[src/rtl/control_unit.sv]
// control_unit: hardwired T-step control sequencer for the phase-2 CPU.
// Define CU_MULDIV_EN to enable mul/div; otherwise they decode as illegal.
module control_unit (
    input  logic        clock,
    input  logic        clear,
    input  logic [31:0] IR,
    input  logic        CON,
    input  logic        stop,
    output logic        PCout,
    output logic        PCin,
    output logic        IncPC,
    output logic        MARin,
    output logic        MDRin,
    output logic        MDRout,
    output logic        MDRread,
    output logic        RAMwrite,
    output logic        IRin,
    output logic        RYin,
    output logic        RZinLo,
    output logic        RZinHi,
    output logic        RZoutLo,
    output logic        RZoutHi,
    output logic        HIin,
    output logic        LOin,
    output logic        HIout,
    output logic        LOout,
    output logic        Gra,
    output logic        Grb,
    output logic        Grc,
    output logic        Rin,
    output logic        Rout,
    output logic        BAout,
    output logic        RCout,
    output logic        CONin,
    output logic        InPortOut,
    output logic        OutPortIn,
    output logic        run,
    output logic        illegal
);
    typedef enum logic [3:0] {
        S_T0    = 4'd0,
        S_T1    = 4'd1,
        S_T2    = 4'd2,
        S_T3    = 4'd3,
        S_T4    = 4'd4,
        S_T5    = 4'd5,
        S_T6    = 4'd6,
        S_T7    = 4'd7,
        S_RESET = 4'd8,
        S_HALT  = 4'd9
    } state_t;

    state_t     state_q, state_d;
    logic [4:0] op;
    logic [2:0] last_step;
    logic       at_last;
    logic       c_alu, c_imm, c_md, c_neg, c_ld, c_ldi, c_st, c_br;
    logic       c_jr, c_jal, c_in, c_out, c_mfhi, c_mflo, c_nop, c_halt, c_ill;

    assign op      = IR[31:27];
    assign at_last = (state_q[2:0] == last_step);

    // Opcode classification; only consulted from T3 onward
    always_comb begin
        c_alu = 1'b0; c_imm = 1'b0; c_md = 1'b0; c_neg = 1'b0;
        c_ld = 1'b0; c_ldi = 1'b0; c_st = 1'b0; c_br = 1'b0;
        c_jr = 1'b0; c_jal = 1'b0; c_in = 1'b0; c_out = 1'b0;
        c_mfhi = 1'b0; c_mflo = 1'b0; c_nop = 1'b0; c_halt = 1'b0;
        c_ill = 1'b0;
        case (op)
            5'd0:  c_ld = 1'b1;
            5'd1:  c_ldi = 1'b1;
            5'd2:  c_st = 1'b1;
            5'd3, 5'd4, 5'd5, 5'd6,
            5'd7, 5'd8, 5'd9, 5'd10: c_alu = 1'b1;
            5'd11, 5'd12, 5'd13: c_imm = 1'b1;
            5'd14, 5'd15: begin
`ifdef CU_MULDIV_EN
                c_md = 1'b1;
`else
                c_ill = 1'b1;
`endif
            end
            5'd16, 5'd17: c_neg = 1'b1;
            5'd18: c_br = 1'b1;
            5'd19: c_jr = 1'b1;
            5'd20: c_jal = 1'b1;
            5'd21: c_in = 1'b1;
            5'd22: c_out = 1'b1;
            5'd23: c_mfhi = 1'b1;
            5'd24: c_mflo = 1'b1;
            5'd25: c_nop = 1'b1;
            5'd26: c_halt = 1'b1;
            default: c_ill = 1'b1;
        endcase
    end

    // Final T-step index of the current instruction
    always_comb begin
        last_step = 3'd3;
        if (c_ld || c_st)
            last_step = 3'd7;
        else if (c_md || c_br)
            last_step = 3'd6;
        else if (c_alu || c_imm || c_ldi)
            last_step = 3'd5;
        else if (c_neg || c_jal)
            last_step = 3'd4;
    end

    // Next T-step: fetch always runs T0-T2, execute ends at last_step
    always_comb begin
        state_d = state_q;
        unique case (state_q)
            S_RESET: state_d = S_T0;
            S_HALT:  state_d = S_HALT;
            S_T0:    state_d = S_T1;
            S_T1:    state_d = S_T2;
            S_T2:    state_d = S_T3;
            S_T3, S_T4, S_T5, S_T6, S_T7: begin
                if (at_last)
                    state_d = (c_halt || stop) ? S_HALT : S_T0;
                else
                    state_d = state_t'(state_q + 4'd1);
            end
            default: state_d = S_RESET;
        endcase
    end

    // State register with synchronous clear
    always_ff @(posedge clock) begin
        if (clear)
            state_q <= S_RESET;
        else
            state_q <= state_d;
    end

    // Moore control decode of T-step and opcode; forced quiet during clear
    always_comb begin
        PCout = 1'b0; PCin = 1'b0; IncPC = 1'b0; MARin = 1'b0;
        MDRin = 1'b0; MDRout = 1'b0; MDRread = 1'b0; RAMwrite = 1'b0;
        IRin = 1'b0; RYin = 1'b0; RZinLo = 1'b0; RZinHi = 1'b0;
        RZoutLo = 1'b0; RZoutHi = 1'b0; HIin = 1'b0; LOin = 1'b0;
        HIout = 1'b0; LOout = 1'b0; Gra = 1'b0; Grb = 1'b0;
        Grc = 1'b0; Rin = 1'b0; Rout = 1'b0; BAout = 1'b0;
        RCout = 1'b0; CONin = 1'b0; InPortOut = 1'b0; OutPortIn = 1'b0;
        run = 1'b0; illegal = 1'b0;
        if (!clear) begin
            unique case (state_q)
                S_T0: begin
                    run = 1'b1;
                    PCout = 1'b1; MARin = 1'b1; IncPC = 1'b1; RZinLo = 1'b1;
                end
                S_T1: begin
                    run = 1'b1;
                    RZoutLo = 1'b1; PCin = 1'b1; MDRread = 1'b1; MDRin = 1'b1;
                end
                S_T2: begin
                    run = 1'b1;
                    MDRout = 1'b1; IRin = 1'b1;
                end
                S_T3: begin
                    run = 1'b1;
                    if (c_alu || c_imm) begin Grb = 1'b1; Rout = 1'b1; RYin = 1'b1; end
                    if (c_md) begin Gra = 1'b1; Rout = 1'b1; RYin = 1'b1; end
                    if (c_neg) begin Grb = 1'b1; Rout = 1'b1; RZinLo = 1'b1; end
                    if (c_ld || c_ldi || c_st) begin Grb = 1'b1; BAout = 1'b1; RYin = 1'b1; end
                    if (c_br) begin Gra = 1'b1; Rout = 1'b1; CONin = 1'b1; end
                    if (c_jr) begin Gra = 1'b1; Rout = 1'b1; PCin = 1'b1; end
                    if (c_in) begin InPortOut = 1'b1; Gra = 1'b1; Rin = 1'b1; end
                    if (c_out) begin Gra = 1'b1; Rout = 1'b1; OutPortIn = 1'b1; end
                    if (c_mfhi) begin HIout = 1'b1; Gra = 1'b1; Rin = 1'b1; end
                    if (c_mflo) begin LOout = 1'b1; Gra = 1'b1; Rin = 1'b1; end
                    if (c_jal) begin PCout = 1'b1; Grb = 1'b1; Rin = 1'b1; end
                    if (c_ill) illegal = 1'b1;
                end
                S_T4: begin
                    run = 1'b1;
                    if (c_alu) begin Grc = 1'b1; Rout = 1'b1; RZinLo = 1'b1; end
                    if (c_imm || c_ld || c_ldi || c_st) begin RCout = 1'b1; RZinLo = 1'b1; end
                    if (c_md) begin Grb = 1'b1; Rout = 1'b1; RZinLo = 1'b1; RZinHi = 1'b1; end
                    if (c_neg) begin RZoutLo = 1'b1; Gra = 1'b1; Rin = 1'b1; end
                    if (c_br) begin PCout = 1'b1; RYin = 1'b1; end
                    if (c_jal) begin Gra = 1'b1; Rout = 1'b1; PCin = 1'b1; end
                end
                S_T5: begin
                    run = 1'b1;
                    if (c_alu || c_imm || c_ldi) begin RZoutLo = 1'b1; Gra = 1'b1; Rin = 1'b1; end
                    if (c_md) begin RZoutLo = 1'b1; LOin = 1'b1; end
                    if (c_ld || c_st) begin RZoutLo = 1'b1; MARin = 1'b1; end
                    if (c_br) begin RCout = 1'b1; RZinLo = 1'b1; end
                end
                S_T6: begin
                    run = 1'b1;
                    if (c_md) begin RZoutHi = 1'b1; HIin = 1'b1; end
                    if (c_ld) begin MDRread = 1'b1; MDRin = 1'b1; end
                    if (c_st) begin Gra = 1'b1; Rout = 1'b1; MDRin = 1'b1; end
                    if (c_br) begin RZoutLo = 1'b1; PCin = CON; end
                end
                S_T7: begin
                    run = 1'b1;
                    if (c_ld) begin MDRout = 1'b1; Gra = 1'b1; Rin = 1'b1; end
                    if (c_st) RAMwrite = 1'b1;
                end
                default: ;
            endcase
        end
    end
endmodule
[config.mk]
export PLATFORM = sky130hd
export DESIGN_NAME = control_unit
export DESIGN_NICKNAME = d
export VERILOG_FILES = /design/src/rtl/control_unit.sv
export SDC_FILE = /design/constraint.sdc
export NUM_CORES = 1
export LEC_CHECK = 0
export ABC_AREA = 0
export BUFFER_PORTS_ARGS = -buffer_cell sky130_fd_sc_hd__clkbuf_2
export CAP_MARGIN = 40
export CELL_PAD_IN_SITES_DETAIL_PLACEMENT = 0
export CELL_PAD_IN_SITES_GLOBAL_PLACEMENT = 1
export CORE_ASPECT_RATIO = 0.75
export CORE_MARGIN = 2
export CORE_UTILIZATION = 30
export DETAILED_ROUTE_END_ITERATION = 16
export PLACE_DENSITY = 0.78
export SLEW_MARGIN = 15
export SYNTH_ARGS = -nofsm -noshare
export SYNTH_HDL_FRONTEND = slang
export SYNTH_SLANG_ARGS = --single-unit
export TNS_END_PERCENT = 20
[constraint.sdc]
create_clock -name clock -period 2.59 [get_ports clock]
set_clock_uncertainty 0.1 [all_clocks]
set_input_delay 0.3885 -clock clock [delete_from_list [all_inputs] [get_ports clock]]
set_output_delay 0.3885 -clock clock [all_outputs]
set_load 0.02 [all_outputs]
==> Yosys cells after proc, flatten, opt, wreduce, memory -nomap -nowiden <==
Index checks and enable logic that the tools add are counted.
{ "word_totals": {"reg_bits": 4, "inputBits": 36, "wordCells": 165} }
{ "op_classes": {"addsub": 1, "n_eq_ne": 34, "mux": 111, "n_reduce_logical": 18} }
{ "op_table": {"columns": ["cell", "count"], "rows": [
  ["two-way mux 1 bit", 91],
  ["== test 5 bit, second input constant", 11],
  ["== test 5 x 4 -> 1 bit, second input constant", 6],
  ["OR reduction 25 bit", 1],
  ["one-hot mux 4 bit (6 select lines)", 1],
  ["== test 5 x 3 -> 1 bit, second input constant", 4],
  ["== test 4 x 3 -> 1 bit, second input constant", 4],
  ["one-hot mux 1 bit (4 select lines)", 4],
  ["OR reduction 8 bit", 2],
  ["two-way mux 3 bit", 4],
  ["one-hot mux 1 bit (2 select lines)", 6],
  ["== test 5 x 2 -> 1 bit, second input constant", 2],
  ["logical OR 1 bit", 10],
  ["== test 4 x 2 -> 1 bit, second input constant", 2],
  ["== test 4 bit, second input constant", 2],
  ["two-way mux 4 bit", 2],
  ["one-hot mux 1 bit (3 select lines)", 2],
  ["== test 5 x 1 -> 1 bit, second input constant", 1],
  ["zero test 5 bit", 1],
  ["one-hot mux 1 bit (5 select lines)", 1],
  ["OR reduction 5 bit", 1],
  ["adder 4 x 1 -> 4 bit, second input constant", 1],
  ["== test 4 x 1 -> 1 bit, second input constant", 1],
  ["zero test 4 bit", 1],
  ["3 further kinds", 3]
]} }

==> Longest topological paths before layout <==
{ "depth": {"depth_word": 11, "depth_mapped": 8, "ltp_nobuf": 7} }

==> Worst setup path before layout <==
Ideal clock, no wire load.
{ "synth_timing": {"kind": "register -> output", "from": "register state_q[0]", "to": "output MDRread", "arrival_time_ps": 2132, "path_slack_ps": -30, "stages_incl_launch_ff": 8, "n_path_buf": 0, "path_cell_list": "dfxtp_1 > inv_1 > ha_1 > nor2b_1 > and2_1 > nand3_1 > a21oi_1 > a21boi_0"} }
{ "synth_via": {"elab_chain_len": 3, "word_cells_on_any_way": 4, "classes_between": "2 x eq/ne; 2 x mux"} }
{ "synth_lines": {"columns": ["element", "line", "rtl"], "rows": [
  ["start: declaration", "53", "state_t state_q, state_d;"],
  ["start signal: assignment", "135", "state_q <= state_d;"],
  ["== test 4 x 3 -> 1 bit / == test 4 x 1 -> 1 bit (equally long branches)", "149", "unique case (state_q)"],
  ["one-hot mux 1 bit (2 select lines) (*)", "149", null],
  ["two-way mux 1 bit (*)", "148", "if (!clear) begin"],
  ["end: declaration", "15", "output logic MDRread,"]
]} }
Every way passes the cells marked *; elsewhere a longest branch is shown, timed or not.

==> Final worst setup path <==
{ "layout_timing": {"from": "register state_q[1]", "to": "output Rin"} }
{ "layout_via": {"elab_chain_len": 3, "word_cells_on_any_way": 6, "classes_between": "4 x eq/ne; 2 x mux"} }
{ "layout_lines": {"columns": ["element", "line", "rtl"], "rows": [
  ["== test 4 x 3 -> 1 bit / == test 4 x 2 -> 1 bit (equally long branches)", "149", null],
  ["one-hot mux 1 bit (4 select lines) (*)", "149", null],
  ["two-way mux 1 bit (*)", "148", null],
  ["end: declaration", "30", "output logic Rin,"]
]} }
Marks and branches as above.

==> flow_summary.toml <==
[power_and_ir_drop]
switching_share_pct = 44.37
clock_power_share_pct = 25.0
p_switching_w = 0.0002353
p_seq_share_pct = 16.4
combinationalPowerShare_pct = 58.6
p_int_w = 0.0002951
peakVddDrop_mv = 0.2004
leakagePower_nw = 0.6803
pwr_density_cell_nw_per_um2 = 328.1
power_w = 0.0005304

[clock_tree]
clock_path_buffers = 2
cts_tree = "yes"
path_clk_slew_ns = 0.03
post-cts-setup-buffer-count = 0
clockRootBuffer = "clkbuf_8"
clock-sinks = 4
insertion_delay_ns = 0.22
cts_max_level = 1
cts_buffers = 3

[logic_synthesis]
synthSimpleGateAreaFrac_pct = 40.30
ys.flop_type = "dfxtp_1"
synth_edf_count = 0
synth_top_area_cell = "dfxtp_1"
synth_common_cells = "nand2_1 (21), nor2_1 (14), a21oi_1 (13)"
yosysSeqAreaShare_pct = 6.432
synth_adder_area_share_pct = 4.925
synth_top_family_by_area = "simple AND/OR/NAND/NOR gates"
syn_inst = 185
syn_area_um2 = 1245
yosysWarnings = 0
async_flop_share_pct = 0
yosysMostFrequentCell = "nand2_1"
synth_xor_area_share_pct = 2.814
synth_seq_cells = 4
synth_compound_area_share_pct = 32.16
yosysTopAreaCellShare_pct = 6.432
synth_cell_types = 58
synthMuxAreaShare_pct = 0
synth_area_leaders = "dfxtp_1 (6.4%), nand2_1 (6.3%), a21oi_1 (5.2%), nor2_1 (4.2%), ha_1 (4.0%)"
synth.avg_cell_area_um2 = 6.729

[grt]
grt_antenna_before_repair = 0
overflow = 0
grt_pass1_wl_um = 6948
grt_max_degree = 20
first_global_vias = 1408
track_usage_pct = 18.64

[placed_design]
hpwl_um = 3241
place_congestion = 0.9101
port_buffers = 34

[setup_path]
crit_fanout = 4
crit_buf_inv = 2
critPathTopFamily = "compound AO/OA/AOI/OAI gates"
cp.required_ns = 2.10
cp.depth = 7
critPathCapture = "Rin"
cpMaxStageDelayCell = "or3_1"
arrival_ns = 2.01
worstSetupPathType = "flop to primary output"
cpPeakStageDelay_ns = 0.38
rr_endpoint = "state_q[0]"
cp-end-kind = "primary output"
r2r_cells = 6
crit_chain = "inv_2 > ha_4 > nand3b_4 > or3_1 > o211a_1 > a2111oi_4 > buf_4"
worstSetupStartpoint = "state_q[1]"
start_kind = "flop"
reg2reg_from = "state_q[1]"
reg2reg_slack_ns = 0.73

[sta]
finalCritPeriodShare_pct = 96.54
hold_viol = 0
max_freq_mhz = 399.9
setup_viol = 0
slew_viol_final = 0
period_needed_ns = 2.500
rsz0062_at_grt = "yes"

[cells_and_area]
diodes = 0
reg.largest.list = "state_q x4"
area_delta_synth_final_pct = 29.85
layout-drive-gt1-share_pct = 37.78
top_register = "state_q"
nFillCells = 442
fin_nets = 267
final_util_pct = 40.12
largest_reg_flops = 4

[drt]
drtPass1Iterations = 4
vias = 1486
ant_nets = 0
wl_met1_um = 2080
met3_wirelength_um = 333
routed_wirelength_um = 4145
drc = 0
wire_per_inst_um = 14.80
via_per_inst = 5.307
topRoutingLayerUsed = "met4"
met2_wirelength_um = 1706
drtIter0Drc = 127

[job]
max_cap_viol_count = 0

[die]
die_h_um = 59.79
num_rows = 20
coreArea_um2 = 4029
die_width_um = 78.39
initial_utilization_pct = 30.90
die-area_um2 = 4687
io_pins = 66

[outcome]
status = "complete, no violations"

[hold_path]
whs_path_depth = 3
hp-class = "input port to flop"
[cell families after synthesis]
family	after synthesis
compound gates	52
xor+xnor	4
fa+ha+maj	5
buf+inv	29
flops	4
other cells	1
simple gates	90
[metrics by stage]
| stage | std cells | TNS, ns | instance area (um^2) | setup slack, ns | hold WS [ns] |
|---|---|---|---|---|---|
| 3_3_place_gp | 277 | 0 | 1520 | 0.1281 | 0.5908 |
| 6_report | 280 | 0 | 1617 | 0.08955 | 0.5643 |
| 5_1_grt | 280 | -0.01305 | 1617 | -0.01305 | 0.6478 |
| 4_1_cts | 280 | 0 | 1582 | 0.005252 | 0.5318 |
| 2_1_floorplan | 188 | 0 | 1256 | 0.05567 | 0.5792 |
| 3_5_place_dp | 277 | 0 | 1520 | 0.1318 | 0.6214 |
[power groups by stage]
stage               clock, W  sequential [W]  combinational, W
global placement           0       0.0000828          0.000295
detailed placement         0       0.0000829          0.000297
finish              0.000133       0.0000870          0.000311
global route        0.000141       0.0000881          0.000337
CTS                 0.000135       0.0000856          0.000303
floorplan                  0       0.0000777          0.000222
[routing by layer]
metal  global-route usage [%]  vias to the layer above
met3                    2.115                        2
met4                    3.759                        0
met1                    29.11                      675
met2                    27.22                       60
li1                         -                      749
met5                        0                        -
[cell type report]
| type | instances | area, um^2 | area share [%] |
|---|---|---|---|
| flip-flops and latches | 4 | 82.58 | 5.108 |
| clock buffers | 3 | 41.29 | 2.554 |
| repair buffers | 55 | 330.3 | 20.43 |
| multi-input cells | 155 | 1064 | 65.79 |
| inverters | 8 | 30.03 | 1.858 |
| well taps | 55 | 68.82 | 4.257 |
[tightest hold or removal path, cell delays in order]
cell,delay [ns]
clkbuf_2,0.25
inv_1,0.13
o311ai_2,0.08
[how the worst min path moves through the flow]
stage,start,end
after CTS,clear,state_q[3]
after global routing,clear,state_q[3]
after detailed placement,state_q[3],state_q[0]
after global placement,state_q[3],state_q[0]
after floorplan,state_q[0],state_q[0]
final,clear,state_q[3]
[what timing repair did]
item | in CTS | in global routing
gates resized for setup | 8 | 7
hold buffers | 0 | 0
pin swaps | 1 | 3
endpoints found under the setup margin | 1 | 7
[cell usage in the layout, fill, tap and decap left out, drive strengths merged, types with 4 or more instances in the layout]
cell type	instances
conb	4
nor2b	4
ha	4
dfxtp	4
nor3	7
nor2	16
o21ai	7
o22ai	4
o31ai	4
inv	8
nand3	9
nand2b	8
a21oi	14
clkbuf	36
nand2	21
buf	22
Power figures use the tool's default switching activity.
